<file path="config.mk">
export PLATFORM = sky130hd
export DESIGN_NAME = algo_nr2u_req_sched
export DESIGN_NICKNAME = d
export VERILOG_FILES = /design/src/rtl/algo_nr2u_sched_pkg.sv /design/src/rtl/algo_nr2u_rr_pick.sv /design/src/rtl/algo_nr2u_req_sched.sv
export SDC_FILE = /design/constraint.sdc
export NUM_CORES = 1
export LEC_CHECK = 0
export CORE_MARGIN = 1
export CORE_UTILIZATION = 25
export DETAILED_ROUTE_END_ITERATION = 8
export GPL_ROUTABILITY_DRIVEN = 0
export GPL_TIMING_DRIVEN = 0
export PLACE_DENSITY = 0.53
export SYNTH_ARGS = -nofsm -noshare
export SYNTH_HDL_FRONTEND = slang
export SYNTH_HIERARCHICAL = 1
export SYNTH_SLANG_ARGS = --single-unit
</file>
<file path="constraint.sdc">
create_clock -name clk -period 9.6 [get_ports clk]
set_input_delay 2.4 -clock clk [delete_from_list [all_inputs] [get_ports clk]]
set_output_delay 2.4 -clock clk [all_outputs]
set_load 0.01 [all_outputs]
</file>
<file path="src/rtl/algo_nr2u_sched_pkg.sv">
// algo_nr2u_sched_pkg: shared constants, tag type and round-robin helper for the nr2u request scheduler
package algo_nr2u_sched_pkg;
  localparam int NUMCLNT = 4;
  localparam int BITCLNT = 2;
  localparam int NUMRUPT = 2;
  localparam int WIDTH   = 32;
  localparam int BITADDR = 13;
  localparam int RD_LAT  = 3;
  localparam int BITECNT = 16;
  localparam int BITRCNT = $clog2(NUMRUPT + 1);
  localparam logic [BITECNT-1:0] ECNT_MAX = '1;

  typedef struct packed {
    logic               vld;
    logic [BITCLNT-1:0] client;
  } tag_t;

  // last is the scan offset of the final grant relative to ptr
  function automatic logic [BITCLNT-1:0] next_rr(input logic [BITCLNT-1:0] ptr, input logic [BITCLNT-1:0] last);
    int n;
    n = (int'(ptr) + int'(last) + 1) % NUMCLNT;
    return BITCLNT'(n);
  endfunction
endpackage

</file>
<file path="src/rtl/algo_nr2u_rr_pick.sv">
// algo_nr2u_rr_pick: circular scan from rr_ptr granting up to NUMRUPT requesters free of address hazards
module algo_nr2u_rr_pick import algo_nr2u_sched_pkg::*; (
  input  logic                       ready_i,
  input  logic [BITCLNT-1:0]         rr_ptr_i,
  input  logic [NUMCLNT-1:0]         req_i,
  input  logic [NUMCLNT-1:0]         wr_i,
  input  logic [NUMCLNT*BITADDR-1:0] addr_i,
  output logic [NUMCLNT-1:0]         gnt_o,
  output logic [NUMRUPT*BITCLNT-1:0] pick_idx_o,
  output logic [NUMRUPT-1:0]         pick_vld_o,
  output logic [BITCLNT-1:0]         last_off_o
);
  logic [BITCLNT-1:0] c;
  logic               hit;
  int                 n;

  always_comb begin
    gnt_o      = '0;
    pick_idx_o = '0;
    pick_vld_o = '0;
    last_off_o = '0;
    c          = '0;
    hit        = 1'b0;
    n          = 0;
    for (int i = 0; i < NUMCLNT; i++) begin
      c   = BITCLNT'((int'(rr_ptr_i) + i) % NUMCLNT);
      hit = 1'b0;
      // a write on either side of a same-address pair defers the later client
      for (int j = 0; j < NUMCLNT; j++)
        hit = hit | (gnt_o[j] & (addr_i[j*BITADDR +: BITADDR] == addr_i[c*BITADDR +: BITADDR]) & (wr_i[j] | wr_i[c]));
      if (ready_i && req_i[c] && !hit && n < NUMRUPT) begin
        gnt_o[c]                          = 1'b1;
        pick_idx_o[n*BITCLNT +: BITCLNT]  = c;
        pick_vld_o[n]                     = 1'b1;
        last_off_o                        = BITCLNT'(i);
        n++;
      end
    end
  end
endmodule

</file>
<file path="src/rtl/algo_nr2u_req_sched.sv">
// algo_nr2u_req_sched: round-robin client scheduler onto nr2u core ports with read tagging and response routing
// Optional saturating serr/derr counters under ALGO_NR2U_SCHED_ERRCNT_EN.
module algo_nr2u_req_sched import algo_nr2u_sched_pkg::*; (
  input  logic                       clk,
  input  logic                       rst,
  input  logic                       ready,
  input  logic [NUMCLNT-1:0]         cl_req,
  input  logic [NUMCLNT-1:0]         cl_wr,
  input  logic [NUMCLNT*BITADDR-1:0] cl_addr,
  input  logic [NUMCLNT*WIDTH-1:0]   cl_din,
  output logic [NUMCLNT-1:0]         cl_gnt,
  output logic [NUMCLNT-1:0]         cl_rvld,
  output logic [NUMCLNT*WIDTH-1:0]   cl_rdout,
  output logic [NUMCLNT-1:0]         cl_rserr,
  output logic [NUMCLNT-1:0]         cl_rderr,
  output logic [NUMRUPT-1:0]         ru_read,
  output logic [NUMRUPT-1:0]         ru_write,
  output logic [NUMRUPT*BITADDR-1:0] ru_addr,
  output logic [NUMRUPT*WIDTH-1:0]   ru_din,
  input  logic [NUMRUPT-1:0]         ru_vld,
  input  logic [NUMRUPT*WIDTH-1:0]   ru_dout,
  input  logic [NUMRUPT-1:0]         ru_serr,
  input  logic [NUMRUPT-1:0]         ru_derr,
  output logic                       proto_err
`ifdef ALGO_NR2U_SCHED_ERRCNT_EN
  ,
  output logic [BITECNT-1:0]         serr_cnt,
  output logic [BITECNT-1:0]         derr_cnt
`endif
);
  logic [NUMRUPT*BITCLNT-1:0] pick_idx, clnt_q, clnt_d;
  logic [NUMRUPT-1:0]         pick_vld, rd_q, rd_d, wr_q, wr_d;
  logic [NUMRUPT*BITADDR-1:0] addr_q, addr_d;
  logic [NUMRUPT*WIDTH-1:0]   din_q, din_d;
  logic [BITCLNT-1:0]         last_off, rr_ptr_q, rr_ptr_d, c;
  logic                       proto_err_q, proto_err_d, mism, clash;
  tag_t                       tag_q [NUMRUPT][RD_LAT];
  tag_t                       t;

  algo_nr2u_rr_pick u_pick (
    .ready_i    (ready),
    .rr_ptr_i   (rr_ptr_q),
    .req_i      (cl_req),
    .wr_i       (cl_wr),
    .addr_i     (cl_addr),
    .gnt_o      (cl_gnt),
    .pick_idx_o (pick_idx),
    .pick_vld_o (pick_vld),
    .last_off_o (last_off)
  );

  always_comb begin
    rd_d   = '0;
    wr_d   = '0;
    addr_d = '0;
    din_d  = '0;
    clnt_d = '0;
    c      = '0;
    for (int p = 0; p < NUMRUPT; p++) begin
      c = pick_idx[p*BITCLNT +: BITCLNT];
      if (pick_vld[p]) begin
        rd_d[p]                      = ~cl_wr[c];
        wr_d[p]                      = cl_wr[c];
        addr_d[p*BITADDR +: BITADDR] = cl_addr[c*BITADDR +: BITADDR];
        din_d[p*WIDTH +: WIDTH]      = cl_wr[c] ? cl_din[c*WIDTH +: WIDTH] : '0;
        clnt_d[p*BITCLNT +: BITCLNT] = c;
      end
    end
    rr_ptr_d = |pick_vld ? next_rr(rr_ptr_q, last_off) : rr_ptr_q;
  end

  // walk ports high to low so port 0 overwrites on a same-client collision
  always_comb begin
    cl_rvld  = '0;
    cl_rdout = '0;
    cl_rserr = '0;
    cl_rderr = '0;
    mism     = 1'b0;
    clash    = 1'b0;
    t        = '0;
    for (int p = NUMRUPT - 1; p >= 0; p--) begin
      t    = tag_q[p][RD_LAT-1];
      mism = mism | (t.vld ^ ru_vld[p]);
      if (t.vld && ru_vld[p]) begin
        clash                             = clash | cl_rvld[t.client];
        cl_rvld[t.client]                 = 1'b1;
        cl_rdout[t.client*WIDTH +: WIDTH] = ru_dout[p*WIDTH +: WIDTH];
        cl_rserr[t.client]                = ru_serr[p];
        cl_rderr[t.client]                = ru_derr[p];
      end
    end
    proto_err_d = proto_err_q | mism | clash;
  end

  always_ff @(posedge clk or negedge rst) begin
    if (!rst) begin
      rd_q        <= '0;
      wr_q        <= '0;
      addr_q      <= '0;
      din_q       <= '0;
      clnt_q      <= '0;
      rr_ptr_q    <= '0;
      proto_err_q <= 1'b0;
      for (int p = 0; p < NUMRUPT; p++)
        for (int k = 0; k < RD_LAT; k++)
          tag_q[p][k] <= '0;
    end else begin
      rd_q        <= rd_d;
      wr_q        <= wr_d;
      addr_q      <= addr_d;
      din_q       <= din_d;
      clnt_q      <= clnt_d;
      rr_ptr_q    <= rr_ptr_d;
      proto_err_q <= proto_err_d;
      for (int p = 0; p < NUMRUPT; p++) begin
        tag_q[p][0] <= {rd_q[p], clnt_q[p*BITCLNT +: BITCLNT]};
        for (int k = 1; k < RD_LAT; k++)
          tag_q[p][k] <= tag_q[p][k-1];
      end
    end
  end

  assign ru_read   = rd_q;
  assign ru_write  = wr_q;
  assign ru_addr   = addr_q;
  assign ru_din    = din_q;
  assign proto_err = proto_err_q;

`ifdef ALGO_NR2U_SCHED_ERRCNT_EN
  logic [BITECNT-1:0] serr_cnt_q, serr_cnt_d, derr_cnt_q, derr_cnt_d;
  logic [BITRCNT-1:0] sinc, dinc;
  logic [BITECNT+1:0] ssum, dsum;

  always_comb begin
    sinc = '0;
    dinc = '0;
    for (int p = 0; p < NUMRUPT; p++) begin
      sinc = sinc + BITRCNT'(ru_vld[p] & ru_serr[p]);
      dinc = dinc + BITRCNT'(ru_vld[p] & ru_derr[p]);
    end
    ssum       = {2'b00, serr_cnt_q} + (BITECNT+2)'(sinc);
    dsum       = {2'b00, derr_cnt_q} + (BITECNT+2)'(dinc);
    serr_cnt_d = |ssum[BITECNT+1:BITECNT] ? ECNT_MAX : ssum[BITECNT-1:0];
    derr_cnt_d = |dsum[BITECNT+1:BITECNT] ? ECNT_MAX : dsum[BITECNT-1:0];
  end

  always_ff @(posedge clk or negedge rst) begin
    if (!rst) begin
      serr_cnt_q <= '0;
      derr_cnt_q <= '0;
    end else begin
      serr_cnt_q <= serr_cnt_d;
      derr_cnt_q <= derr_cnt_d;
    end
  end

  assign serr_cnt = serr_cnt_q;
  assign derr_cnt = derr_cnt_q;
`endif
endmodule
</file>
== Word level (Yosys, flattened, before mapping) ==
Cells that the tools add are included.

* Eq/ne operators: 12
* Multiplexer cells: 86
* Divide/modulo/power cells: 0
* Shifts and indexed selects: 17
* Bitwise gates (word level): 63
* $add $sub $neg: 12
* $lt $le $gt $ge: 23
* Reduce and logical (&&, ||, !) cells: 25
* Multipliers: 5

{| class="wikitable"
|+ Operators by type and width
! kind !! number
|-
| variable part select 52 x 7 -> 13 bit || 5
|-
| two-way mux 128 bit || 2
|-
| variable shift 32 x 34 -> 128 bit (first input constant) || 2
|-
| variable part select 128 x 8 -> 32 bit || 2
|-
| variable part select 32 x 34 -> 128 bit || 2
|-
| less-than comparator 32 x 3 -> 1 bit (second input constant) || 6
|-
| two-way mux 32 bit || 6
|-
| == test 13 bit || 12
|-
| bitwise AND 128 bit || 1
|-
| bitwise mux 128 bit || 1
|-
| negator 32 -> 33 bit || 3
|-
| variable shift 2 x 33 -> 4 bit (first input constant) || 3
|-
| variable part select 2 x 33 -> 4 bit || 3
|-
| >= comparator 32 x 1 -> 1 bit (second input constant) || 3
|-
| negator 7 -> 34 bit || 2
|-
| adder 32 x 2 -> 32 bit (second input constant) || 2
|-
| two-way mux 4 bit || 13
|-
| multiplier 2 x 4 -> 6 bit (second input constant) || 5
|-
| two-way mux 1 bit || 29
|-
| two-way mux 13 bit || 2
|-
| bitwise OR 1 bit || 25
|-
| bitwise AND 1 bit || 24
|-
| less-than comparator 2 x 3 -> 1 bit (second input constant) || 8
|-
| binary-select mux 1 bit (select 2 bit) || 11
|-
| other kinds (17) || 71
|}

* Memories: 0
* Bits in writable memories: 0
* Latch bits: 0
* Input port bits: 261
* Flip-flop bits (word level): 119
* Memory bits (read-only): 0

== Depth between registers and ports, before layout ==
Gate-level depths: netlist (run 1).

* Depth after elaboration: 36
* Gate-level depth with buffers: 37
* Mapped depth without buffers: 27

== By module ==
Netlist (run 1), hierarchy kept.

{| class="wikitable"
|+ Modules (own cells, without submodules)
! module !! cells an instance !! instances !! area each (sq um)
|-
| algo_nr2u_req_sched || 572 || 1 || 7888.8
|-
| algo_nr2u_rr_pick || 691 || 1 || 5033.6
|}

== Least setup slack after synthesis (run 1) ==
Ideal clock, no wire load.

* Kind: input-to-output
* Start point: input port cl_addr[28]
* End point: output port cl_gnt[1]
* Data required time: 7.200 ns
* Slack: 0.986 ns
* Cell stages on the path: 22
* Arrival time: 6.214 ns
* Cells stage by stage: buf_2 > xnor2_1 > o21ai_0 > a221oi_1 > nand4_1 > o31ai_1 > nor2_1 > and2_1 > buf_2 > ha_1 > inv_1 > nand3_1 > a31o_2 > a21oi_1 > nand3_1 > fa_1 > nand3_1 > a21oi_1 > o21ai_0 > a21oi_1 > nand2_2 > o221ai_1

* Longest elaborated chain between the ends: 29
* Elaborated cells on any way between the ends: 67
* Classes of those cells: 1 x add/sub; 2 x order compare; 12 x eq/ne; 3 x shift; 5 x mux; 35 x bitwise; 9 x reduce/logical

{| class="wikitable"
|+ RTL lines
! what !! line !! source
|-
| from (decl) || algo_nr2u_req_sched.sv:9 || <nowiki>input logic [NUMCLNT*BITADDR-1:0] cl_addr,</nowiki>
|-
| branches (longest 28 deep; another with less-than comparator 32 x 3 -> 1 bit) || -- ||
|-
| two-way mux 4 bit (*) || algo_nr2u_rr_pick.sv:31 || <nowiki>if (ready_i && req_i[c] && !hit && n < NUMRUPT) begin</nowiki>
|-
| to (decl) || algo_nr2u_req_sched.sv:11 || <nowiki>output logic [NUMCLNT-1:0] cl_gnt,</nowiki>
|}

Mark *: on every way between the ends.

== Worst setup path in the final report (run 1) ==
* Start point: input port cl_addr[14]
* End point: output port cl_gnt[1]

The elaborated chain is that of the path after synthesis.

==> results.env, run 1 <==
RUN_STATUS='finished, final reports clean'
SYNTH_AREA_UM2=12900
MAX_TRANSITION_VIOLS_FINAL=0
STD_CELL_ROWS=82
STDCELL_AREA_UM2=20500
TRITONCTS_NUM_SINKS=119
REGISTER_AREA_UM2=2980
CPMAXSTAGEDELAYCELL='sky130_fd_sc_hd__clkdlybuf4s50_1'
CTS_HOLD_BUFFERS=0
P_SW_SHARE_PCT=46.2
GRT_MAX_DEGREE=93
HP-CLASS='reg -> reg'
SLEW_AT_THE_PIN_CLOSEST_TO_ITS_MAX_SLEW_LIMIT_PS=1070
MOST_FREQUENT_STANDARD_CELL_IN_THE_LAYOUT_EXCLUDING_FILL_AND_TAP_CELLS='sky130_fd_sc_hd__clkdlybuf4s50_1'
NUM-FILL-CELLS=4921
PATH_DELAY_FAMILY='simple AND/OR/NAND/NOR gates'
FLOORPLAN.IO_PINS=500
ROOT_BUFFER='sky130_fd_sc_hd__clkbuf_16'
MULTIINPUTGATEAREA_UM2=9530
CPPEAKSTAGEDELAY_PS=460
YOSYSSEQAREASHARE_PCT=23.0
MUXSHAREOFSYNTHAREA_PCT=23.3
POST_SYNTH_AND_OR_NAND_NOR_AREA_FRACTION_PCT=13.2
NUMBER_OF_GLOBAL_ROUTE_VIAS_BEFORE_REPAIR=13800
YS_ASYNC_SR_FRACTION_PCT=100
REMAINING_DRC_ERRORS=0
DIE_X_UM=229
SYNTH-ADDER-AREA-SHARE_PCT=2.77
FINALCRITPERIODSHARE_PCT=97.9
LARGEST_FAMILY_OF_LOGIC_CELLS_BY_SYNTHESIZED_AREA='multiplexers'
TIMING.CRITICAL_PATH.TO_TYPE='output port'
CRITICAL_PATH.MAX_FANOUT=10
HTREEDEPTH=4
PWR-SHARE-CLK_PCT=13.4
POWER_DENSITY_nW_PER_UM2=247
GRT_FIRST_PASS_WIRELENGTH_MM=95.7
SYNTH_CELL_TYPES=90
PATH_CLASS='in -> out'
DESIGN.FINAL.NETS=2098
FINALCLOCKSKEW_PS=8.44
CTS-ROOT-TO-SINK-BUFFERS=2
WORSTSKEWPAIRLATENCY_PS=440
ANTENNA_FOUND_INITIAL=6
YS_SEQ_ELEMENTS=119
WORSTHOLDSTART='tag_q[16]'
INTERNAL-POWER_W=0.00273
POWER.IR.VDD_WORST_V=0.000157
CRIT_TOP_CELL='sky130_fd_sc_hd__nand3_1'
SYNTH_COMPOUND_AREA_SHARE_PCT=19.9
SETUP_VIOL_COUNT_FINAL=0
FINAL_CELL_MIX='sky130_fd_sc_hd__clkdlybuf4s50_1 (471), sky130_fd_sc_hd__dfrtp_1 (119), sky130_fd_sc_hd__a22o_1 (107)'
SYNTH_EDF_COUNT=0
CP-START-KIND='input pin'
DP.CELLS=2435
MAXCAPVIOLATIONS=0
FINAL_ANTENNA_NET_COUNT=0
WIRE_LENGTH_PER_CELL_AFTER_DETAILED_ROUTING_UM=26.8
SYNTH_TOP_FLOP_CELL='sky130_fd_sc_hd__dfrtp_1'
TRITONCTS='built'
WORST_SETUP_HOLD_PATH_CLK_SLEW_PS=60
FIN_UTIL_PCT=40.4
RR_STARTPOINT='rr_ptr_q[0]'
AREA_AFTER_DETAILED_PLACEMENT_UM2=18800
DETAILROUTE.VIA_COUNT=13900
LAYOUT_MIN_CYCLE_TIME_PS=9400
DR.PASS1.ITERS=8
SEQPWRFRAC_PCT=14.1
NUMCTSBUFFERS=17
DETAIL_ROUTE.VIAS_PER_CELL=5.58
TIMING_HOLD_VIOLATIONS_FINAL=0
FINAL-INSTANCE-COUNT-EXCL-FILL=2496
CORE_UM2=50600
GLOBALROUTE.TOTALOVERFLOW=0
SYNTH_XOR_AREA_SHARE_PCT=9.95
POWER.SHARE.COMBINATIONAL_PCT=72.5
TIMING.CRITICAL_PATH.ARRIVAL_PS=7000
LAYOUT-AREA-OVERHEAD-VS-SYNTH_PCT=58.3
NUMPORTBUFFERS=499
DP_HPWL_MM=52.9
SLEW_HEADROOM_PCT=27.6
INITIAL_CORE_UTIL_PCT=25.5
GRTUSAGETOTAL_PCT=24.6
CRITICAL_PATH_REQUIRED_PS=7200
CP_NUM_BUF_INV=6
YOSYS_WARNINGS=6
TIMING.FMAX_MHz=106
POWER.NET_SWITCHING_W=0.00234
DIEAREA_UM2=52600
AVGSYNTHCELLAREA_UM2=10.2
DETAIL_ROUTE.WIRELENGTH_MM=66.8
SYNTHESIS.NETS=1552
P_LEAK_nW=7.98
CRIT_PATH_START='cl_addr[14]'
FINALSETUPTNS_PS=0
SYN_INST=1263
DIE_HEIGHT_UM=229
DRT_ITER0_MARKERS=1607
DRIVE_GT1_SHARE_PCT=22.7
-- flip-flops by register name (all words and copies together) (netlist names), 2 cells and up --
name / cells
ru_din: 64
ru_addr: 26
tag_q: 15
clnt_q: 4
t: 3
rr_ptr_q: 2
ru_read: 2
ru_write: 2
-- power by group through the flow --
stage	clock network, W	logic, W	registers, W
2_1_floorplan	0	0.00214	0.000769
3_3_place_gp	0	0.00346	0.000722
3_5_place_dp	0	0.00345	0.000724
4_1_cts	0.000694	0.00353	0.000715
5_1_grt	0.000719	0.00386	0.000728
6_report	0.000680	0.00367	0.000714
-- layout make-up --
cell class                      instances  area share [%]
Clock inverter                         15           0.936
Sequential cell                       119            14.6
Clock buffer                           17            2.08
Timing Repair Buffer                  538            26.0
Multi-Input combinational cell        966            46.6
Tap cell                              672            4.11
Buffer                                128            4.94
Antenna cell                            2          0.0245
Inverter                               39           0.734
-- Yosys cell counts, types with 8 or more instances --
cell type / number / share of area (%)
sky130_fd_sc_hd__buf_4: 27 / 1.6
sky130_fd_sc_hd__a21oi_1: 36 / 1.4
sky130_fd_sc_hd__dfrtp_1: 119 / 23
sky130_fd_sc_hd__buf_2: 58 / 2.2
sky130_fd_sc_hd__clkbuf_1: 28 / 0.81
sky130_fd_sc_hd__inv_1: 37 / 1.1
sky130_fd_sc_hd__mux4_2: 94 / 16
sky130_fd_sc_hd__mux2i_1: 72 / 5.6
sky130_fd_sc_hd__a221oi_1: 8 / 0.54
sky130_fd_sc_hd__a22o_1: 107 / 7.3
sky130_fd_sc_hd__nand2b_1: 11 / 0.53
sky130_fd_sc_hd__nand3_1: 24 / 0.93
sky130_fd_sc_hd__xnor2_1: 105 / 7.1
sky130_fd_sc_hd__a32o_1: 8 / 0.62
sky130_fd_sc_hd__nor3_1: 20 / 0.77
sky130_fd_sc_hd__o21ai_0: 17 / 0.66
sky130_fd_sc_hd__nor4_1: 12 / 0.58
sky130_fd_sc_hd__nand4_1: 21 / 1.0
sky130_fd_sc_hd__o31ai_1: 8 / 0.46
sky130_fd_sc_hd__o22ai_1: 10 / 0.48
sky130_fd_sc_hd__mux2_2: 10 / 0.87
sky130_fd_sc_hd__nand2_1: 55 / 1.6
sky130_fd_sc_hd__ha_1: 27 / 2.6
sky130_fd_sc_hd__a22o_2: 25 / 1.9
sky130_fd_sc_hd__a31oi_1: 12 / 0.58
sky130_fd_sc_hd__nor2b_1: 68 / 3.3
sky130_fd_sc_hd__buf_6: 19 / 1.7
sky130_fd_sc_hd__nor2_1: 23 / 0.67
sky130_fd_sc_hd__xor2_1: 40 / 2.7
sky130_fd_sc_hd__and2_1: 37 / 1.8
-- worst reg2reg max path, delay by kind of cell, from the launching register on --
family	cells	cell delay (ps)
buffers and inverters	11	2710
and+or+nand+nor	9	1850
adders and majority gates	5	1460
muxes	3	930
AOI/OAI and AO/OA	4	920
DFF	1	460
xor gates and xnor gates	1	130
-- layer usage --
layer	global-route usage [%]	vias up	wire, um
met5	0	-	26
met4	11.8	4	3540
met3	6.26	229	6170
met2	42.5	936	32700
met1	28.1	6872	24300
li1	-	5899	-
-- cell families after synthesis --
kind of cell / count (synthesis)
buf+inv: 178
compound gates: 309
simple gates: 303
other cells: 1
flops: 119
fa+ha+maj: 28
xor+xnor: 146
mux: 179
-- stage by stage --
step	total power [W]	setup slack [ps]	hold slack [ps]
after global placement	0.00418	-1360	337
after CTS	0.00494	46.0	349
after global routing	0.00530	-145	354
final	0.00506	198	346
after floorplan	0.00291	986	331
after detailed placement	0.00417	-1280	336
-- repair_timing --
item / 4_1_cts / 5_1_grt
resized for setup: 133 / 73
endpoints found under the setup margin: 40 / 4
endpoints found under the hold margin: 0 / 0
pin swaps: 8 / 18
buffers inserted: 9 / 29
-- worst paths after layout --
path	to	depth (start not counted)	slack, ps
max in group asynchronous	ru_addr[8]	2	7030
hold reg to reg	tag_q[13]	0	350
setup reg to reg	ru_din[10]	33	1000
min in group asynchronous	ru_din[57]	1	1830
setup / recovery	cl_gnt[1]	25	200
hold / removal	tag_q[13]	0	350
Note: power is estimated with default switching activity, not from simulation.
==> inputs of run 2 (changes only) <==
PLACE_DENSITY = default   (was 0.53)
PLACE_DENSITY_LB_ADDON = 0.15   (was default)
==> run 2 against run 1 <==
Utilization is 0.32 points lower; sequential cell count stayed put; non-clock buffer count is 12 lower; combinational power hardly changed; critical path type unchanged; critical endpoint unchanged.
==> results.env, run 2 (same netlist as run 1, synthesis figures left out) <==
RUN_STATUS='finished, final reports clean'  # unchanged
SETUP_VIOL_COUNT_FINAL=0  # unchanged
NUM-FILL-CELLS=4951  # was 4,921
LAYOUT-AREA-OVERHEAD-VS-SYNTH_PCT=57.0  # was 58.3%
TIMING.FINAL.WS_SETUP_PS=161  # was 198 ps
DIEAREA_UM2=52600  # unchanged
CRITICAL_PATH_REQUIRED_PS=7200  # about the same
POWER_DENSITY_nW_PER_UM2=249  # was 247 nW/um^2
MIN_TO='tag_q[13]'  # unchanged
TIMING.CRITICAL_PATH.TO_TYPE='output port'  # unchanged
TRITONCTS='built'  # unchanged
SLEW_HEADROOM_PCT=37.4  # was 27.6%
FINAL_ANTENNA_NET_COUNT=0  # unchanged
GRT_FIRST_PASS_WIRELENGTH_MM=97.6  # was 95.7 mm
SLEW_AT_THE_PIN_CLOSEST_TO_ITS_MAX_SLEW_LIMIT_PS=936  # was 1070 ps
DETAILROUTE.VIA_COUNT=13700  # was 13,900
DESIGN.FINAL.NETS=2086  # was 2,098
NUMBER_OF_GLOBAL_ROUTE_VIAS_BEFORE_REPAIR=13500  # was 13,800
INITIAL_CORE_UTIL_PCT=25.5  # unchanged
DRT_ITER0_MARKERS=1522  # was 1,607
DIE_HEIGHT_UM=229  # unchanged
WIRE_LENGTH_PER_CELL_AFTER_DETAILED_ROUTING_UM=27.6  # was 26.8 um
STD_CELL_ROWS=82  # unchanged
FINALCRITPERIODSHARE_PCT=98.3  # was 97.9%
HTREEDEPTH=4  # unchanged
CRIT_PATH_START='cl_addr[39]'  # was cl_addr[14]
MIN_PATH_CELLS=0  # unchanged
TRITONCTS_NUM_SINKS=119  # unchanged
NUMCTSBUFFERS=17  # unchanged
WORST_SETUP_HOLD_PATH_CLK_SLEW_PS=50  # was 60 ps
TIMING.FMAX_MHz=106  # about the same
DRIVE_GT1_SHARE_PCT=21.5  # was 22.7%
TIMING_HOLD_VIOLATIONS_FINAL=0  # unchanged
REGISTER_AREA_UM2=2980  # unchanged
RRSETUPSLACK_PS=910  # was 1000 ps
FINAL_CELL_MIX='sky130_fd_sc_hd__clkdlybuf4s50_1 (480), sky130_fd_sc_hd__dfrtp_1 (119), sky130_fd_sc_hd__a22o_1 (107)'  # was sky130_fd_sc_hd__clkdlybuf4s50_1 (471), sky130_fd_sc_hd__dfrtp_1 (119), sky130_fd_sc_hd__a22o_1 (107)
CRITICAL_PATH.MAX_FANOUT=10  # unchanged
FINALCLOCKSKEW_PS=9.82  # was 8.44 ps
FLOORPLAN.IO_PINS=500  # unchanged
DETAIL_ROUTE.WIRELENGTH_MM=68.8  # was 66.8 mm
MAX_TRANSITION_VIOLS_FINAL=0  # unchanged
NUMPORTBUFFERS=499  # unchanged
ANTENNA_FOUND_INITIAL=12  # was 6
RR_STARTPOINT='rr_ptr_q[0]'  # unchanged
LAYOUT_MIN_CYCLE_TIME_PS=9440  # was 9400 ps
DETAIL_ROUTE.VIAS_PER_CELL=5.51  # was 5.58
WORST_REG2REG_ENDPOINT='ru_din[16]'  # was ru_din[10]
NUMBER_OF_FLIP_FLOPS_UNDER_THE_LARGEST_REGISTER_NAME=64  # unchanged
GRTUSAGETOTAL_PCT=25.3  # was 24.6%
PATH_CLASS='in -> out'  # unchanged
DP_HPWL_MM=55.1  # was 52.9 mm
POWER.IR.VDD_WORST_V=0.000161  # was 0.000157 V
WORSTHOLDSTART='tag_q[16]'  # unchanged
P_LEAK_nW=7.82  # was 7.98 nW
MOST_FREQUENT_STANDARD_CELL_IN_THE_LAYOUT_EXCLUDING_FILL_AND_TAP_CELLS='sky130_fd_sc_hd__clkdlybuf4s50_1'  # unchanged
GRT_MAX_DEGREE=62  # was 93
WHS_PS=347  # was 346 ps
WORST_R2R_PATH_DEPTH=33  # unchanged
CORE_UM2=50600  # unchanged
WORSTSKEWPAIRLATENCY_PS=430  # was 440 ps
MULTIINPUTGATEAREA_UM2=9550  # was 9530 um^2
HP-CLASS='reg -> reg'  # unchanged
REMAINING_DRC_ERRORS=0  # unchanged
DP_SLACK_PS=-1620  # was -1280 ps
MAXCAPVIOLATIONS=0  # unchanged
ROOT_BUFFER='sky130_fd_sc_hd__clkbuf_16'  # unchanged
CTS-ROOT-TO-SINK-BUFFERS=2  # unchanged
DIE_X_UM=229  # unchanged
CP-START-KIND='input pin'  # unchanged
GLOBALROUTE.TOTALOVERFLOW=0  # unchanged
DR.PASS1.ITERS=6  # was 8
TIMING.CRITICAL_PATH.ARRIVAL_PS=7040  # was 7000 ps
-- run 2: changes by cell type in the layout (fill, tap and decap cells not counted), moves of 4 or more --
cell                              before  now
sky130_fd_sc_hd__xnor2_2              18   11
sky130_fd_sc_hd__buf_6                38   27
sky130_fd_sc_hd__dlygate4sd2_1        16   10
sky130_fd_sc_hd__buf_2                25   36
sky130_fd_sc_hd__clkbuf_8              1    5
sky130_fd_sc_hd__buf_4                77   61
sky130_fd_sc_hd__clkbuf_4              4   12
sky130_fd_sc_hd__clkdlybuf4s50_1     471  480
sky130_fd_sc_hd__diode_2               2   11
sky130_fd_sc_hd__xnor2_4              11   15
-- run 2: metrics by stage --
step	std cells	utilization (%)	instance area (um^2)	total power (W)	TNS, ps
floorplan	1263	-	12900	0.00291	0
CTS	2471	39.2	19900	0.00494	0
global route	2492	40.1	20300	0.00528	-9.71
finish	2492	40.1	20300	0.00505	0
detailed placement	2435	37.1	18800	0.00418	-82630
global placement	2434	37.1	18800	0.00419	-91680
-- run 2: repair_timing --
item,in CTS,in global routing
gates resized for setup,113,76
pin swaps,9,10
setup endpoints to repair,95,4
buffers inserted,10,10
hold buffers,0,0
-- run 2: critical path: stages --
cell and delay, ps:
sky130_fd_sc_hd__clkdlybuf4s50_1 490, sky130_fd_sc_hd__buf_2 340, sky130_fd_sc_hd__mux2i_4 130, sky130_fd_sc_hd__xnor2_1 180
sky130_fd_sc_hd__o31ai_1 290, sky130_fd_sc_hd__o2111ai_1 230, sky130_fd_sc_hd__nor3_4 300, sky130_fd_sc_hd__nor2_1 100
sky130_fd_sc_hd__and2_1 210, sky130_fd_sc_hd__buf_4 190, sky130_fd_sc_hd__ha_1 220, sky130_fd_sc_hd__inv_1 90
sky130_fd_sc_hd__nand3_1 90, sky130_fd_sc_hd__a31o_2 250, sky130_fd_sc_hd__a21oi_4 170, sky130_fd_sc_hd__nand3_4 110
sky130_fd_sc_hd__fa_2 370, sky130_fd_sc_hd__nand3_1 100, sky130_fd_sc_hd__a21oi_1 40, sky130_fd_sc_hd__o21ai_0 100
sky130_fd_sc_hd__a21oi_2 80, sky130_fd_sc_hd__nand2_2 130, sky130_fd_sc_hd__o221ai_1 150, sky130_fd_sc_hd__clkdlybuf4s15_2 270
-- run 2: how the worst max path moves through the flow --
stage	to	slack, ps	cells past startpoint
floorplan	cl_gnt[1]	990	22
finish	cl_gnt[1]	160	24
global placement	cl_gnt[0]	-1740	24
global route	cl_gnt[1]	-10	24
CTS	cl_gnt[2]	60	24
detailed placement	cl_gnt[0]	-1620	24
-- run 2: area by class of cell --
type / count / area share [%]
multi-input cells: 966 / 47.1
repair buffers: 520 / 25.4
flip-flops and latches: 119 / 14.7
plain buffers: 134 / 4.86
well taps: 672 / 4.14
clock buffers: 20 / 2.25
clock inverters: 11 / 0.728
inverters: 39 / 0.721
diodes: 11 / 0.136
-- run 2: where the power goes --
part | switching, W | internal, W
Sequential | 0.0000568 | 0.000654
Combinational | 0.00202 | 0.00165
Clock | 0.000251 | 0.000421
-- run 2: layer usage --
layer	part of all wire, %	track usage, %
met1	38	30.3
met2	49	43.2
met3	7.8	5.86
met4	4.5	10.7
met5	0	0
